--- src/rtl/div_pkg.sv ---
// Shared types and default widths for the sequential restoring divider.
package div_pkg;

  // Controller states: waiting for an operand pair, iterating, holding a result.
  typedef enum logic [1:0] {
    IDLE = 2'd0,
    RUN  = 2'd1,
    DONE = 2'd2
  } div_state_t;

  localparam int DIV_DIVIDEND_W = 16;
  localparam int DIV_DIVISOR_W  = 8;

endpackage : div_pkg

--- src/rtl/div_restore_step.sv ---
// One radix-2 restoring division step: shift the next dividend bit into the
// partial remainder, try subtracting the divisor, keep the difference if it
// did not go negative.
module div_restore_step
  import div_pkg::*;
#(
  parameter int DIVISOR_W = DIV_DIVISOR_W
) (
  input  logic [DIVISOR_W:0]   rem,
  input  logic                 dividend_bit,
  input  logic [DIVISOR_W-1:0] divisor,
  output logic [DIVISOR_W:0]   rem_next,
  output logic                 q_bit
);

  localparam int RW = DIVISOR_W + 1;

  // One spare bit above the partial remainder so the shift is lossless even
  // for a remainder that was never reduced below the divisor.
  logic [DIVISOR_W+1:0] shifted;
  logic [DIVISOR_W+1:0] trial;

  assign shifted  = {rem, dividend_bit};
  assign trial    = shifted - {2'b00, divisor};
  assign q_bit    = (shifted >= {2'b00, divisor});
  // The kept value is always < 2*divisor, so it fits the remainder width.
  assign rem_next = RW'(q_bit ? trial : shifted);

endmodule : div_restore_step

--- src/rtl/seq_div_uint16_uint8.sv ---
// Iterative unsigned divider: DIVIDEND_W-bit dividend / DIVISOR_W-bit divisor,
// one quotient bit per cycle, valid/ready handshake on input and output.
module seq_div_uint16_uint8
  import div_pkg::*;
#(
  parameter int DIVIDEND_W = DIV_DIVIDEND_W,
  parameter int DIVISOR_W  = DIV_DIVISOR_W
) (
  input  logic                  clk,
  input  logic                  rst_n,
  input  logic [DIVIDEND_W-1:0] I0,
  input  logic [DIVISOR_W-1:0]  I1,
  input  logic                  in_valid,
  output logic                  in_ready,
  output logic [DIVIDEND_W-1:0] Q,
  output logic [DIVISOR_W-1:0]  R,
  output logic                  div_zero,
  output logic                  out_valid,
  input  logic                  out_ready
);

  localparam int CNT_W = $clog2(DIVIDEND_W);
  localparam logic [CNT_W-1:0] CNT_LAST = CNT_W'(DIVIDEND_W - 1);

  div_state_t            state_reg, state_next;
  logic                  ready_next;
  logic                  valid_next;

  logic [CNT_W-1:0]      cnt_reg;
  logic [DIVIDEND_W-1:0] dq_reg;       // dividend bits shift out the top, quotient bits in the bottom
  logic [DIVISOR_W-1:0]  divisor_reg;
  logic [DIVISOR_W:0]    rem_reg;

  logic [DIVIDEND_W-1:0] q_reg;
  logic [DIVISOR_W-1:0]  r_reg;
  logic                  dz_reg;

  logic [DIVISOR_W:0]    step_rem;
  logic                  step_q;

  div_restore_step #(
    .DIVISOR_W (DIVISOR_W)
  ) u_step (
    .rem          (rem_reg),
    .dividend_bit (dq_reg[DIVIDEND_W-1]),
    .divisor      (divisor_reg),
    .rem_next     (step_rem),
    .q_bit        (step_q)
  );

  // State register.
  always_ff @(posedge clk or negedge rst_n) begin
    if (!rst_n) begin
      state_reg <= IDLE;
    end else begin
      state_reg <= state_next;
    end
  end

  // Next-state and handshake outputs.
  always_comb begin
    state_next = state_reg;
    ready_next = 1'b0;
    valid_next = 1'b0;
    case (state_reg)
      IDLE: begin
        ready_next = 1'b1;
        if (in_valid) begin
          state_next = (I1 == '0) ? DONE : RUN;
        end
      end
      RUN: begin
        if (cnt_reg == CNT_LAST) begin
          state_next = DONE;
        end
      end
      DONE: begin
        valid_next = 1'b1;
        if (out_ready) begin
          state_next = IDLE;
        end
      end
      default: begin
        state_next = IDLE;
      end
    endcase
  end

  // Datapath: operand capture, one restoring step per RUN cycle, result capture.
  always_ff @(posedge clk or negedge rst_n) begin
    if (!rst_n) begin
      cnt_reg     <= '0;
      dq_reg      <= '0;
      divisor_reg <= '0;
      rem_reg     <= '0;
      q_reg       <= '0;
      r_reg       <= '0;
      dz_reg      <= 1'b0;
    end else begin
      case (state_reg)
        IDLE: begin
          if (in_valid) begin
            dq_reg      <= I0;
            divisor_reg <= I1;
            rem_reg     <= '0;
            cnt_reg     <= '0;
            if (I1 == '0) begin
              // Divide by zero skips iteration entirely.
              q_reg  <= '1;
              r_reg  <= I0[DIVISOR_W-1:0];
              dz_reg <= 1'b1;
            end
          end
        end
        RUN: begin
          dq_reg  <= {dq_reg[DIVIDEND_W-2:0], step_q};
          rem_reg <= step_rem;
          if (cnt_reg == CNT_LAST) begin
            q_reg  <= {dq_reg[DIVIDEND_W-2:0], step_q};
            r_reg  <= step_rem[DIVISOR_W-1:0];
            dz_reg <= 1'b0;
          end else begin
            cnt_reg <= cnt_reg + 1'b1;
          end
        end
        default: begin
          // DONE: hold everything so the result stays stable under backpressure.
        end
      endcase
    end
  end

  // Not ready while reset is held, even though the state already reads IDLE.
  assign in_ready  = ready_next & rst_n;
  assign out_valid = valid_next;
  assign Q         = q_reg;
  assign R         = r_reg;
  assign div_zero  = dz_reg;

endmodule : seq_div_uint16_uint8
--- config.mk ---
export PLATFORM = sky130hd
export DESIGN_NAME = seq_div_uint16_uint8
export DESIGN_NICKNAME = d
export VERILOG_FILES = /design/src/rtl/div_pkg.sv /design/src/rtl/div_restore_step.sv /design/src/rtl/seq_div_uint16_uint8.sv
export SDC_FILE = /design/constraint.sdc
export NUM_CORES = 1
export LEC_CHECK = 0
export CORE_MARGIN = 8
export CORE_UTILIZATION = 57
export DETAILED_ROUTE_END_ITERATION = 6
export GPL_ROUTABILITY_DRIVEN = 0
export MAX_ROUTING_LAYER = met4
export PLACE_DENSITY = 0.85
export SETUP_SLACK_MARGIN = 0.5
export SLEW_MARGIN = 15
export SYNTH_ARGS = -nofsm -noshare
export SYNTH_HDL_FRONTEND = slang
export SYNTH_SLANG_ARGS = --single-unit
--- constraint.sdc ---
create_clock -name clk -period 5.82 [get_ports clk]
set_clock_uncertainty 0.1 [all_clocks]
set_input_delay 0.873 -clock clk [delete_from_list [all_inputs] [get_ports clk]]
set_output_delay 0.873 -clock clk [all_outputs]
set_load 0.01 [all_outputs]
==> flow_summary.ini <==
[synth]
yosys.area.top_type_share = 0.4814
yosys_register_bits = 64
async_flop_share = 1.000
post_synth_instance_area_mm2 = 0.003327
yosysWarnings = 0
synth.yosys.seq_area_share = 0.4814
yosys.cell_types.count = 50
synthesis.instances = 380
synth_area_per_cell_um2 = 8.755
synth_edf_count = 0
mappedNetlistNets = 418
post_synth_main_area_contributors = dfrtp_1, nor2_1, nand2_1
flip_flop_cell_with_the_highest_count_after_synthesis = dfrtp_1
dominant_cell_type_by_area_after_synthesis = dfrtp_1

[finish]
layout_stage_area_growth_over_the_synthesis_result_pct = 25.31
final_area_mm2 = 0.004169
layout.nets = 468
layout_commonest_cell = nor2_1
final_cell_mix = nor2_1, dfrtp_1, nand2_1
antenna-diode-count = 0
fin_cells = 510
drive_above_1_share = 0.07126

[timing]
timing_worst_slew_pin_value_ps = 808.1
finalCriticalPeriod_ps = 2920
slew_viol_final = 0
fin_crit_sh = 0.5018
final-setup-viol-count = 0
timing.setup.tns_ps = 0
relSlewSlack = 0.4612
grt_setup_unrepaired = no
max_freq_mhz = 342.4
finalHoldViolations = 0

[clock_tree]
cts.repair.resized = 0
post-cts-setup-buffer-count = 0
clockBufferDepth = 2
clkSinkCount = 64
clk-insertion-delay-late_ps = 350
ctsHtreeMaxLevel = 3
cts_made_buffers = 9
cts_tree = yes
cts-hold-fix-buffers = 0
clock_tree.root_cell = clkbuf_8
clock_pin_slew_worst_setup_and_hold_paths_ps = 80

[pwr]
power_frac_seq = 0.304
combinationalPowerShare = 0.512
total_leakage_power_nw = 1.775
power.clock.fraction = 0.183
switching_power_mw = 1.118
proportion_of_total_power_due_to_net_switching = 0.4214
cellInternalPower_mw = 1.534
power_density_mw_per_mm2 = 636.1
max-vdd-ir-drop_uv = 388.2

[drt]
via_per_inst = 5.976
via_count = 3048
avgRoutedWirePerCell_um = 17.03
drt_iter0_markers = 359
wirelength_um = 8683
remaining_antenna_violation_count = 0
remaining_drc_errors = 0
drtPass1Iterations = 5

[placement]
port_bufs = 54
postPlaceCellArea_mm2 = 0.003916
place.detailed.hpwl_um = 5928
dp_cells = 494

[global_routing]
initial_antenna_violation_count = 0
global_route_wire_length_before_repair_um = 14360
grt_util_all_layers = 0.2184
gr-total-overflow = 0
maximum_number_of_pins_on_one_net_before_global_route_repair = 65
vias_in_the_first_global_route = 2934

[die]
io_pins = 55
die_area_mm2 = 0.008538
dieWidth_um = 92.40
num_rows = 28
floorplan.die.height_um = 92.40
initial_utilization = 0.5755
floorplan.core_area_mm2 = 0.005781

[worst_setup_path]
arrival_worst_endpoint_ps = 3100
required_ps = 6000
critPathMaxFanout = 28
cp-start-kind = input pin
critical_path.endpoint_type = flip-flop
r2r_cells = 9
critPathKind = in -> reg

[worst_hold_path]
worstHoldPathCells = 2
hp-class = reg -> reg

[flow_run]
maxCapViolations = 0

[outcome]
run_status = finished, final reports clean
critical path, stage by stage:
cell	delay [ps]
clkdlybuf4s50_1	430
nor4_2	540
nand3_1	340
o21ai_2	320
buf_4	380
nor2_1	100
a21oi_1	120
routing by layer:
layer	global-route usage	part of all wire	vias to the layer above
met1	0.2711	0.42	1436
li1	-	-	1424
met2	0.3278	0.48	164
met5	-	0	-
met3	0.05178	0.079	24
met4	0.1087	0.024	0
synthesized netlist by cell type, drive strengths merged (2+ instances only):
master,n
a31oi,16
a211oi,3
nand2,61
a21oi,30
xnor2,3
a21o,2
o31ai,2
o211ai,2
mux2i,3
nand4,3
o21ai,18
dfrtp,64
nor4,4
buf,7
nor3,9
nand3,18
ha,9
clkbuf,13
inv,14
a2bb2oi,5
nor2b,5
xor2,3
a32oi,2
nor2,65
power groups by stage:
stage | Clock (mW) | Sequential (mW) | Combinational, mW
after floorplan | 0 | 0.798 | 0.921
after global placement | 0 | 0.801 | 1.29
after detailed placement | 0 | 0.805 | 1.33
after CTS | 0.490 | 0.802 | 1.35
after global routing | 0.511 | 0.831 | 1.51
final | 0.486 | 0.807 | 1.36
cell families (layout without fill, tap and decap cells):
kind of cell / after synthesis / count (layout) / share of synthesized area
flops: 64 / 64 / 0.4814
mux: 3 / 3 / 0.009026
buf+inv: 34 / 89 / 0.04212
fa+ha+maj: 10 / 10 / 0.03987
compound gates: 88 / 88 / 0.1722
xor+xnor: 6 / 6 / 0.01580
simple gates: 175 / 175 / 0.2396
area by class of cell:
class                   count  area, µm²
clock buffers              10      137.6
clock inverters             6      115.1
fillers                   429       1612
inverters                  14      52.55
multi-input cells         282       1595
flip-flops and latches     64       1602
well taps                  75      93.84
repair buffers             59      573.1
final timing paths:
kind	from	endpoint	slack (ps)
setup reg to reg	dq_reg[15]	R[2]	2990
setup / recovery	I1[3]	Q[10]	2900
min in group asynchronous	rst_n	divisor_reg[2]	640
hold / removal	divisor_reg[0]	divisor_reg[0]	390
max in group asynchronous	rst_n	rem_reg[4]	4450
hold reg to reg	divisor_reg[0]	divisor_reg[0]	390
metrics by stage:
stage | hold WS [ps] | setup slack [ps] | util | total power [mW]
finish | 387.1 | 2900 | 0.7212 | 2.652
global route | 431.5 | 2691 | 0.7212 | 2.853
CTS | 392.4 | 2933 | 0.7212 | 2.639
detailed placement | 373.7 | 2590 | 0.6775 | 2.132
global placement | 376.4 | 2696 | 0.6775 | 2.087
floorplan | 352.3 | 3336 | - | 1.719
No activity file was read; power rests on OpenSTA's default activity.
